--- config.mk ---
export PLATFORM = sky130hd
export DESIGN_NAME = mp3_sci_writer
export DESIGN_NICKNAME = d
export VERILOG_FILES = /design/src/rtl/mp3_pkg.sv /design/src/rtl/sci_spi_shift.sv /design/src/rtl/mp3_sci_writer.sv
export SDC_FILE = /design/constraint.sdc
export NUM_CORES = 1
export LEC_CHECK = 0
export CAP_MARGIN = 20
export CORE_MARGIN = 1.5
export CORE_UTILIZATION = 40
export CTS_BUF_LIST = sky130_fd_sc_hd__clkbuf_4
export DETAILED_ROUTE_END_ITERATION = 7
export DONT_BUFFER_PORTS = 1
export GPL_ROUTABILITY_DRIVEN = 0
export PLACE_DENSITY = 0.66
export SYNTH_ARGS = -nofsm -noshare
export SYNTH_HDL_FRONTEND = slang
export SYNTH_HIERARCHICAL = 1
export SYNTH_SLANG_ARGS = --single-unit
export TNS_END_PERCENT = 30
--- constraint.sdc ---
create_clock -name clk -period 3.4 [get_ports clk]
set_input_delay 0.68 -clock clk [delete_from_list [all_inputs] [get_ports clk]]
set_output_delay 0.68 -clock clk [all_outputs]
set_load 0.01 [all_outputs]
--- src/rtl/mp3_pkg.sv ---
// Shared SCI definitions for the MP3 decoder control path: write opcode,
// register addresses, the soft-reset mode word and the writer FSM states.
package mp3_pkg;

   localparam logic [7:0]  SCI_OP_WRITE        = 8'h02;
   localparam logic [7:0]  SCI_MODE_ADDR       = 8'h00;
   localparam logic [7:0]  SCI_BASS_ADDR       = 8'h02;
   localparam logic [7:0]  SCI_VOL_ADDR        = 8'h0B;
   // SM_SDINEW | SM_RESET
   localparam logic [15:0] SCI_MODE_SOFT_RESET = 16'h0804;

   typedef enum logic [2:0] {
      ST_IDLE,
      ST_WAIT_DREQ,
      ST_CS_SETUP,
      ST_SHIFT,
      ST_CS_HOLD,
      ST_GAP
   } sci_state_e;

   // Assemble one 32-bit SCI write frame, MSB first on the wire.
   function automatic logic [31:0] sci_frame(input logic [7:0] addr, input logic [15:0] data);
      return {SCI_OP_WRITE, addr, data};
   endfunction

endpackage

--- src/rtl/sci_spi_shift.sv ---
// 32-bit SPI mode-0 shifter with SCLK divider. A start pulse loads the
// frame; each bit spends CLK_DIV cycles with SCLK low then CLK_DIV cycles
// high. MOSI advances on the falling SCLK edge. done_o marks the last
// active cycle so the caller can leave its SHIFT state on the same edge.
module sci_spi_shift #(
   parameter int unsigned CLK_DIV = 4
) (
   input  logic        clk,
   input  logic        rst_n,
   input  logic        start_i,
   input  logic [31:0] data_i,
   output logic        sclk_o,
   output logic        mosi_o,
   output logic        done_o
);

   localparam logic [7:0] DIV_LAST = 8'(CLK_DIV - 1);

   logic        active_q;
   logic        high_q;
   logic [7:0]  div_q;
   logic [4:0]  bit_q;
   logic [31:0] sr_q;

   // Divider, SCLK phase and shift register; zeros shift in so MOSI idles low.
   always_ff @(posedge clk or negedge rst_n) begin
      if (!rst_n) begin
         active_q <= 1'b0;
         high_q   <= 1'b0;
         div_q    <= '0;
         bit_q    <= '0;
         sr_q     <= '0;
      end else if (start_i) begin
         active_q <= 1'b1;
         high_q   <= 1'b0;
         div_q    <= '0;
         bit_q    <= '0;
         sr_q     <= data_i;
      end else if (active_q) begin
         if (div_q == DIV_LAST) begin
            div_q <= '0;
            if (!high_q) begin
               high_q <= 1'b1;
            end else begin
               high_q <= 1'b0;
               sr_q   <= {sr_q[30:0], 1'b0};
               bit_q  <= bit_q + 5'd1;
               if (bit_q == 5'd31) begin
                  active_q <= 1'b0;
               end
            end
         end else begin
            div_q <= div_q + 8'd1;
         end
      end
   end

   assign sclk_o = high_q;
   assign mosi_o = sr_q[31];
   assign done_o = active_q & high_q & (bit_q == 5'd31) & (div_q == DIV_LAST);

endmodule

--- src/rtl/mp3_sci_writer.sv ---
// SCI register writer for the MP3 decoder: tracks pending VOL/BASS (and,
// with SCI_SOFT_RESET_EN defined, a song-change SCI_MODE soft reset),
// arbitrates between them and sequences chip select around the shifter.
module mp3_sci_writer
   import mp3_pkg::*;
#(
   parameter int unsigned CLK_DIV = 4
) (
   input  logic        clk,
   input  logic        rst_n,
   input  logic [15:0] i_vol,
   input  logic [15:0] i_effect,
   input  logic        i_song_change,
   input  logic        i_dreq,
   output logic        o_xcs,
   output logic        o_sclk,
   output logic        o_mosi,
   output logic        o_busy,
   output logic        o_done
);

   localparam logic [7:0] DIV_LAST = 8'(CLK_DIV - 1);

   sci_state_e  state_q;
   logic [7:0]  cnt_q;
   logic        xcs_q, busy_q, done_q;
   logic [31:0] frame_q;
   logic [15:0] shadow_vol_q, shadow_bass_q;
   logic        pend_vol_q, pend_vol_d;
   logic        pend_bass_q, pend_bass_d;
   logic        req_mode;
   logic        launch_mode, launch_vol, launch_bass;
   logic        shift_start, shift_done;

`ifdef SCI_SOFT_RESET_EN
   logic        pend_mode_q, pend_mode_d;
   assign req_mode = pend_mode_q;
`else
   logic        unused_song_change;
   assign req_mode           = 1'b0;
   assign unused_song_change = i_song_change;
`endif

   // Launch arbitration (mode > vol > bass) and pending-flag next state.
   always_comb begin
      launch_mode = (state_q == ST_IDLE) & req_mode;
      launch_vol  = (state_q == ST_IDLE) & ~req_mode & pend_vol_q;
      launch_bass = (state_q == ST_IDLE) & ~req_mode & ~pend_vol_q & pend_bass_q;
      pend_vol_d  = launch_vol  ? 1'b0 : (pend_vol_q  | (i_vol    != shadow_vol_q));
      pend_bass_d = launch_bass ? 1'b0 : (pend_bass_q | (i_effect != shadow_bass_q));
`ifdef SCI_SOFT_RESET_EN
      pend_mode_d = i_song_change | (pend_mode_q & ~launch_mode);
`endif
   end

   assign shift_start = (state_q == ST_CS_SETUP) && (cnt_q == DIV_LAST);

   // Transaction FSM with registered chip select, busy and done.
   always_ff @(posedge clk or negedge rst_n) begin
      if (!rst_n) begin
         state_q       <= ST_IDLE;
         cnt_q         <= '0;
         xcs_q         <= 1'b1;
         busy_q        <= 1'b0;
         done_q        <= 1'b0;
         frame_q       <= '0;
         shadow_vol_q  <= '0;
         shadow_bass_q <= '0;
         pend_vol_q    <= 1'b1;
         pend_bass_q   <= 1'b1;
`ifdef SCI_SOFT_RESET_EN
         pend_mode_q   <= 1'b0;
`endif
      end else begin
         pend_vol_q  <= pend_vol_d;
         pend_bass_q <= pend_bass_d;
`ifdef SCI_SOFT_RESET_EN
         pend_mode_q <= pend_mode_d;
`endif
         done_q <= 1'b0;
         case (state_q)
            ST_IDLE: begin
               if (launch_mode || launch_vol || launch_bass) begin
                  busy_q  <= 1'b1;
                  state_q <= ST_WAIT_DREQ;
               end
               if (launch_mode) begin
                  frame_q <= sci_frame(SCI_MODE_ADDR, SCI_MODE_SOFT_RESET);
               end else if (launch_vol) begin
                  frame_q      <= sci_frame(SCI_VOL_ADDR, i_vol);
                  shadow_vol_q <= i_vol;
               end else if (launch_bass) begin
                  frame_q       <= sci_frame(SCI_BASS_ADDR, i_effect);
                  shadow_bass_q <= i_effect;
               end
            end
            ST_WAIT_DREQ: begin
               if (i_dreq) begin
                  xcs_q   <= 1'b0;
                  cnt_q   <= '0;
                  state_q <= ST_CS_SETUP;
               end
            end
            ST_CS_SETUP: begin
               if (cnt_q == DIV_LAST) begin
                  cnt_q   <= '0;
                  state_q <= ST_SHIFT;
               end else begin
                  cnt_q <= cnt_q + 8'd1;
               end
            end
            ST_SHIFT: begin
               if (shift_done) begin
                  cnt_q   <= '0;
                  state_q <= ST_CS_HOLD;
               end
            end
            ST_CS_HOLD: begin
               if (cnt_q == DIV_LAST) begin
                  xcs_q   <= 1'b1;
                  done_q  <= 1'b1;
                  cnt_q   <= '0;
                  state_q <= ST_GAP;
               end else begin
                  cnt_q <= cnt_q + 8'd1;
               end
            end
            ST_GAP: begin
               if (cnt_q == DIV_LAST) begin
                  cnt_q   <= '0;
                  busy_q  <= 1'b0;
                  state_q <= ST_IDLE;
               end else begin
                  cnt_q <= cnt_q + 8'd1;
               end
            end
            default: state_q <= ST_IDLE;
         endcase
      end
   end

   sci_spi_shift #(.CLK_DIV(CLK_DIV)) u_shift (
      .clk     (clk),
      .rst_n   (rst_n),
      .start_i (shift_start),
      .data_i  (frame_q),
      .sclk_o  (o_sclk),
      .mosi_o  (o_mosi),
      .done_o  (shift_done)
   );

   assign o_xcs  = xcs_q;
   assign o_busy = busy_q;
   assign o_done = done_q;

endmodule

==> results_dict.tcl <==
set metrics [dict create \
    clock_path_buffers 2 \
    clock-sinks 113 \
    avgSynthCellArea_um2 10.3 \
    drc_errors 0 \
    portBuffers 0 \
    grt_max_degree 114 \
    wirelength_mm 10.9 \
    ys_seq_area_frac 0.509 \
    dp_hpwl_mm 7.25 \
    synthFlopType "dfrtp_1" \
    via_count 3904 \
    cts-root-buf "clkbuf_4" \
    antenna_found_initial 1 \
    p_leak_uw 0.00252 \
    dp_slack_ns 0.904 \
    worst_setup_path_start_kind "flip-flop" \
    worst_slack_ns 0.856 \
    yosysTopAreaCell "dfrtp_1" \
    die_y_um 121 \
    skew_ns 0.0171 \
    dieArea_mm2 0.0146 \
    synth_compound_area_frac 0.129 \
    synth_top_area_frac 0.495 \
    dr.pass1.iters 4 \
    fmax_mhz 393 \
    worstPathArrival_ns 2.92 \
    synth_simple_gate_area_frac 0.159 \
    seqCellArea_mm2 0.00283 \
    drv_slew 0 \
    drt-initial-drc-count 269 \
    hold_class "in -> async" \
    end_kind "flip-flop" \
    yosysUniqueCellTypes 54 \
    fp-row-count 42 \
    reg2reg_depth 5 \
    peakVddDrop_mv 0.352 \
    place_area_mm2 0.00568 \
    fp.coreArea_mm2 0.0134 \
    fin_crit_sh 0.748 \
    design_area_mm2 0.00602 \
    synth_mux_area_frac 0.0940 \
    tns_ns 0 \
    grt_pass1_vias 3691 \
    crit_required_ns 3.78 \
    cts_buffers 17 \
    grt_pass1_wl_mm 18.5 \
    synthAdderAreaFrac 0.00899 \
    status "completed" \
    final-hold-violation-count 0 \
    finalPower_uw 4320 \
    ant_nets 0 \
    crit_type "reg -> reg" \
    power_density_mw_per_mm2 718 \
    fillCellCount 1257 \
    synth-edff-count 0 \
    clk_pin_slew_ns 0.10 \
    synthArstFlopShare 1.00 \
    fin_nets 584 \
    synth_top_family_by_area "simple AND/OR/NAND/NOR gates" \
    post_drt_wl_per_cell_um 14.9 \
    vias_per_cell 5.32 \
    synth_area_mm2 0.00556 \
    slew_headroom 0.334 \
    synth.area.top_cells "dfrtp_1 (49%), nand2_1 (7.0%), mux2i_1 (5.8%)" \
    multi_input_area_mm2 0.00257 \
    ys_ff_latch 113 \
    setup_violations 0 \
    worst_pin_slew_ns 0.997 \
    synth_xor_area_frac 0.0630 \
    pin_count 41 \
    rsz0062_at_grt "false" \
    syn_to_final_growth_pct 8.12 \
    h-tree-depth 4 \
    post_cts_buffers 0 \
    drive_gt1_frac 0.104 \
    cap_violations 0 \
    insertion_delay_ns 0.50 \
    die_w_um 121 \
    cp_max_fo 20 \
    overflow 0 \
    grtUsageTotal 0.162 \
    cts_tree "yes" \
    min_period_ns 2.54 \
    synthCells 539 \
    start_util 0.415 \
    yosysWarnings 6 \
]
## placed cells by master (no fill, tap or decap), types with 4 or more instances in the layout
master	instances
clkinv_2	4
nand2_1	104
xor2_1	7
ha_1	4
o21ai_1	29
and2_1	4
nor3_1	5
conb_1	12
mux2i_1	32
dfrtp_1	110
a21oi_1	26
nand3_1	8
o22ai_1	25
nand4_1	8
mux2_1	9
nor2b_1	6
xnor2_1	33
bufinv_16	4
clkbuf_4	19
and3_1	6
a31oi_1	6
nor2_1	12
or3_1	4
o21ai_0	13
mux2_2	9
## area by class of cell
type | count | share of cell area
Antenna cell | 1 | 0.000416
Clock buffer | 19 | 0.0237
Clock inverter | 13 | 0.0279
Inverter | 4 | 0.00250
Multi-Input combinational cell | 404 | 0.428
Sequential cell | 113 | 0.471
Tap cell | 176 | 0.0366
Timing Repair Buffer | 4 | 0.0104
## registers in the layout, summed over array words and instances, names as in the netlist, 3 cells and up
register	flops
frame_q	18
shadow_bass_q	16
shadow_vol_q	16
state_q	3
cnt_q	8
u_shift/sr_q	32
u_shift/div_q	8
u_shift/bit_q	5
## per-stage QoR
stage	hold WS, ns	instances	util
2_1_floorplan	0.384	550	-
3_3_place_gp	0.388	700	0.424
3_5_place_dp	0.387	700	0.424
4_1_cts	0.0897	733	0.449
5_1_grt	0.0891	734	0.449
6_report	0.0776	734	0.449
## synthesized netlist by cell type, drive strengths merged, types with 2 or more instances
master and number:
nand3 9, clkbuf 15, nor3 7, mux2i 32, nand2b 3, dfrtp 110
nand4 8, nor2b 6, o22ai 25, nor3b 2, mux2 18, or3 4
a22o 3, dfstp 3, xor2 7, a211o 2, a31oi 6, nor4 2
a211oi 3, nor2 14, o2111ai 2, buf 14, and3 7, o211ai 3
o21ai 42, and2 4, nand2 104, nor4b 2, inv 4, a21oi 26
a21o 2, xnor2 33, ha 4, a221o 3
## worst max-delay path: stages, from the launching register on
cell and delay [ns]:
dfrtp_1 0.55, nor3_2 0.23, buf_4 0.27, nand2_1 0.41, nor2_4 0.57, mux2_1 0.38
## timing repair
item,4_1_cts,5_1_grt
resized for setup,0,0
hold buffers,1,0
endpoints found under the hold margin,113,0
## worst paths after layout
path / slack, ns / start / to
min in group clk: 0.28 / i_vol[13] / shadow_vol_q[13]
min reg2reg: 0.51 / shadow_vol_q[3] / shadow_vol_q[3]
max reg2reg: 0.86 / state_q[0] / shadow_bass_q[15]
max in group asynchronous: 2.82 / rst_n / frame_q[8]
max: 0.86 / state_q[0] / shadow_bass_q[15]
min: 0.08 / rst_n / shadow_bass_q[9]
## per-layer routing
layer  vias to the layer above  track usage  share of wire
li1                       1909            -              -
met2                        75        0.260           0.49
met3                         8       0.0512          0.048
met5                         -            0              0
met4                         0       0.0566         0.0094
met1                      1912        0.206           0.45
## logic make-up (layout without fill, tap and decap cells)
| family | after synthesis | count (layout) |
|---|---|---|
| DFF | 113 | 113 |
| muxes | 50 | 50 |
| AOI/OAI and AO/OA | 120 | 120 |
| and+or+nand+nor | 178 | 178 |
| buffers and inverters | 33 | 40 |
| adders and majority gates | 4 | 4 |
| xor gates and xnor gates | 40 | 40 |
| other | 1 | 13 |
## power breakdown
group / internal, uW / switching, uW
combinational: 510 / 488
clock: 589 / 493
sequential: 1830 / 412
Note: power is estimated with default switching activity, not from simulation.
==> variant (same flow settings) <==
Register the input `i_effect` before use. The logic sees it one clock later. The other inputs are not delayed to match.
--- a/src/rtl/mp3_sci_writer.sv
+++ b/src/rtl/mp3_sci_writer.sv
@@ -20,6 +20,12 @@
 );
 
    localparam logic [7:0] DIV_LAST = 8'(CLK_DIV - 1);
+
+   logic [15:0] i_effect_q;
+
+   always_ff @(posedge clk) begin
+      i_effect_q <= i_effect;
+   end
 
    sci_state_e  state_q;
    logic [7:0]  cnt_q;
@@ -47,7 +53,7 @@
       launch_vol  = (state_q == ST_IDLE) & ~req_mode & pend_vol_q;
       launch_bass = (state_q == ST_IDLE) & ~req_mode & ~pend_vol_q & pend_bass_q;
       pend_vol_d  = launch_vol  ? 1'b0 : (pend_vol_q  | (i_vol    != shadow_vol_q));
-      pend_bass_d = launch_bass ? 1'b0 : (pend_bass_q | (i_effect != shadow_bass_q));
+      pend_bass_d = launch_bass ? 1'b0 : (pend_bass_q | (i_effect_q != shadow_bass_q));
 `ifdef SCI_SOFT_RESET_EN
       pend_mode_d = i_song_change | (pend_mode_q & ~launch_mode);
 `endif
@@ -90,8 +96,8 @@
                   frame_q      <= sci_frame(SCI_VOL_ADDR, i_vol);
                   shadow_vol_q <= i_vol;
                end else if (launch_bass) begin
-                  frame_q       <= sci_frame(SCI_BASS_ADDR, i_effect);
-                  shadow_bass_q <= i_effect;
+                  frame_q       <= sci_frame(SCI_BASS_ADDR, i_effect_q);
+                  shadow_bass_q <= i_effect_q;
                end
             end
             ST_WAIT_DREQ: begin
Check against the original RTL: same outputs for any inputs over 10 cycles, from zero or initial values and one cycle with rst_n low; that may be too few to reach the edited logic, so the function may still have changed.
==> variant against the original RTL <==
Routed wire length is 5.4% higher. Non-clock buffer count grew 4. Setup slack got worse by 84 ps. Sequential share of layout area grew 1.1 points. Cell area is 8.8% higher. Sequential cell count is 16 higher. Worst hold slack worse by 18 ps. Core utilization shrank 0.37 points. Via count is 0.36% higher. Count of clock-buffer cells in the layout fell by 1. Area after synthesis grew 9.8%. Power grew 7.2%. Critical endpoint is now cnt_q[4]. Largest cell class unchanged.
==> variant: results (changes against the original RTL) <==
| Metric | Value |
|---|---|
| Status | complete, no violations (unchanged) |
| HPWL Detailed | 7.24 mm (was 7.25 mm) |
| Worst Clk Skew | 20.8 ps (was 17.1 ps) |
| CP startpoint | u_shift/bit_q[1] (was state_q[0]) |
| Vias in the first global route | 4023 (was 3691) |
| Pleak | 2.99 nW (was 2.52 nW) |
| Post-synth top cells | dfrtp_1 (110), nor2b_1 (37), mux2_2 (33) (was dfrtp_1 (110), nand2_1 (104), xnor2_1 (33)) |
| Largest net degree at the start of global routing | 114 (unchanged) |
| Inst Count DP | 673 (was 700) |
| Vias | 3918 (was 3904) |
| Routed WL | 11.5 mm (was 10.9 mm) |
| Synthesis Warnings | 6 (unchanged) |
| Asr flop ratio synth | 87.6% (was 100%) |
| Place WS | 790 ps (was 904 ps) |
| Post-synth EDFFs | 0 (unchanged) |
| Relative max-transition margin | 37.4% (was 33.4%) |
| CTS resizes | 0 (unchanged) |
| Clock Latency Late Sink | 540 ps (was 500 ps) |
| Share of cells above drive strength 1 | 17.0% (was 10.4%) |
| Critical Path Fanout Max | 8 (was 20) |
| Mapped Cells | 510 (was 539) |
| Ranking of synthesized cells by area | dfrtp_1 (45%), mux2_2 (6.1%), dfxtp_1 (5.2%) (was dfrtp_1 (49%), nand2_1 (7.0%), mux2i_1 (5.8%)) |
| Global-route wire length before repair | 20.0 mm (was 18.5 mm) |
| Initial antenna violation count | 0 (was 1) |
| GRT Total Usage | 15.8% (was 16.2%) |
| Worst vdd ir | 0.333 mV (was 0.352 mV) |
| Post-synthesis sequential area ratio | 51.6% (was 50.9%) |
| Initial DRC Count | 356 (was 269) |
| Layout filler cell count | 1330 (was 1257) |
| ANT cells | 0 (was 1) |
| Worst EP arrival | 3070 ps (was 2920 ps) |
| CTS root buf | clkbuf_4 (unchanged) |
| Synth unique cells | 58 (was 54) |
| CTS clk-pin slew, worst paths | 120 ps (was 100 ps) |
| Largest registers | u_shift/sr_q (32), frame_q (18) (unchanged) |
| Hold Path Class | in -> async (unchanged) |
| Pre-antenna DRT Iters | 4 (unchanged) |
| Max clock buf depth | 2 (unchanged) |
| # nets final | 549 (was 584) |
| Vias/cell | 5.55 (was 5.32) |
| Num CTS Buffers | 17 (unchanged) |
| H-tree levels | 4 (unchanged) |
| Port bufs | 0 (unchanged) |
==> variant: changes by cell type after synthesis, sizes merged, moves of 16 or more <==
cell | unedited run | this run
mux2i | 32 | 2
a22o | 3 | 22
a221o | 3 | 30
nand2 | 104 | 13
a21o | 2 | 21
o21ai | 42 | 6
nor2b | 6 | 37
dfxtp | 0 | 16
o22ai | 25 | 1
mux2 | 18 | 37
and4 | 0 | 31
==> variant: per-layer routing <==
layer / share of wire (%) / track usage [%] / vias up
met5: 0 / 0 / -
met4: 1.7 / 7.03 / 0
met3: 4.8 / 5.19 / 20
met2: 47 / 24.3 / 76
met1: 46 / 20.4 / 1927
li1: - / - / 1895
==> variant: worst max-delay path, stage by stage, from the launching register on <==
cell and delay [ps]:
dfrtp_1 420, ha_1 200, and3_1 170, ha_1 170, inv_1 50, nor4_1 370, buf_4 190, mux2i_1 80
a311o_1 490, a21o_1 200, a22o_1 180
==> variant: final timing paths <==
check / to / slack (ps) / depth (start not counted)
min in group clk: i_effect_q[2] / 150 / 0
worst min-delay path: u_shift/sclk_o / 60 / 1
max in group asynchronous: state_q[1] / 2880 / 1
worst min register to register: frame_q[0] / 490 / 1
worst max register to register: cnt_q[4] / 770 / 10
worst max-delay path: cnt_q[4] / 770 / 10
==> variant: cell type report <==
| type | count | area [um2] | area share (%) |
|---|---|---|---|
| Sequential cell | 129 | 3150 | 48.2 |
| Multi-Input combinational cell | 349 | 2760 | 42.2 |
| Tap cell | 184 | 230 | 3.52 |
| Clock inverter | 14 | 156 | 2.39 |
| Clock buffer | 18 | 135 | 2.07 |
| Timing Repair Buffer | 8 | 92.6 | 1.41 |
| Inverter | 4 | 15.0 | 0.229 |
==> variant: metrics by stage <==
step | area, um2 | hold WS, ps | util, %
6_report | 6540 | 59.5 | 44.5
5_1_grt | 6540 | 36.7 | 44.5
4_1_cts | 6540 | 54.0 | 44.5
3_5_place_dp | 6220 | 391 | 42.3
3_3_place_gp | 6220 | 392 | 42.3
2_1_floorplan | 6150 | 384 | -
==> variant: cell families after synthesis <==
family          after synthesis  share of synthesized area (%)
simple gates                153                           17.0
flops                       129                           51.6
compound gates              105                           13.9
buf+inv                      43                           4.22
mux                          39                           7.27
xor+xnor                     36                           5.16
fa+ha+maj                     4                          0.819
other cells                   1                         0.0614
==> variant: report_power, final <==
| group | internal [W] | total, W | switching [W] |
|---|---|---|---|
| sequential | 0.00200 | 0.00234 | 0.000336 |
| combinational | 0.000652 | 0.00124 | 0.000588 |
| clock | 0.000456 | 0.00105 | 0.000598 |
==> variant: what timing repair did <==
item / in CTS / in global routing
hold buffers: 1 / 0
setup buffers: 0 / 0
endpoints found under the hold margin: 113 / 0
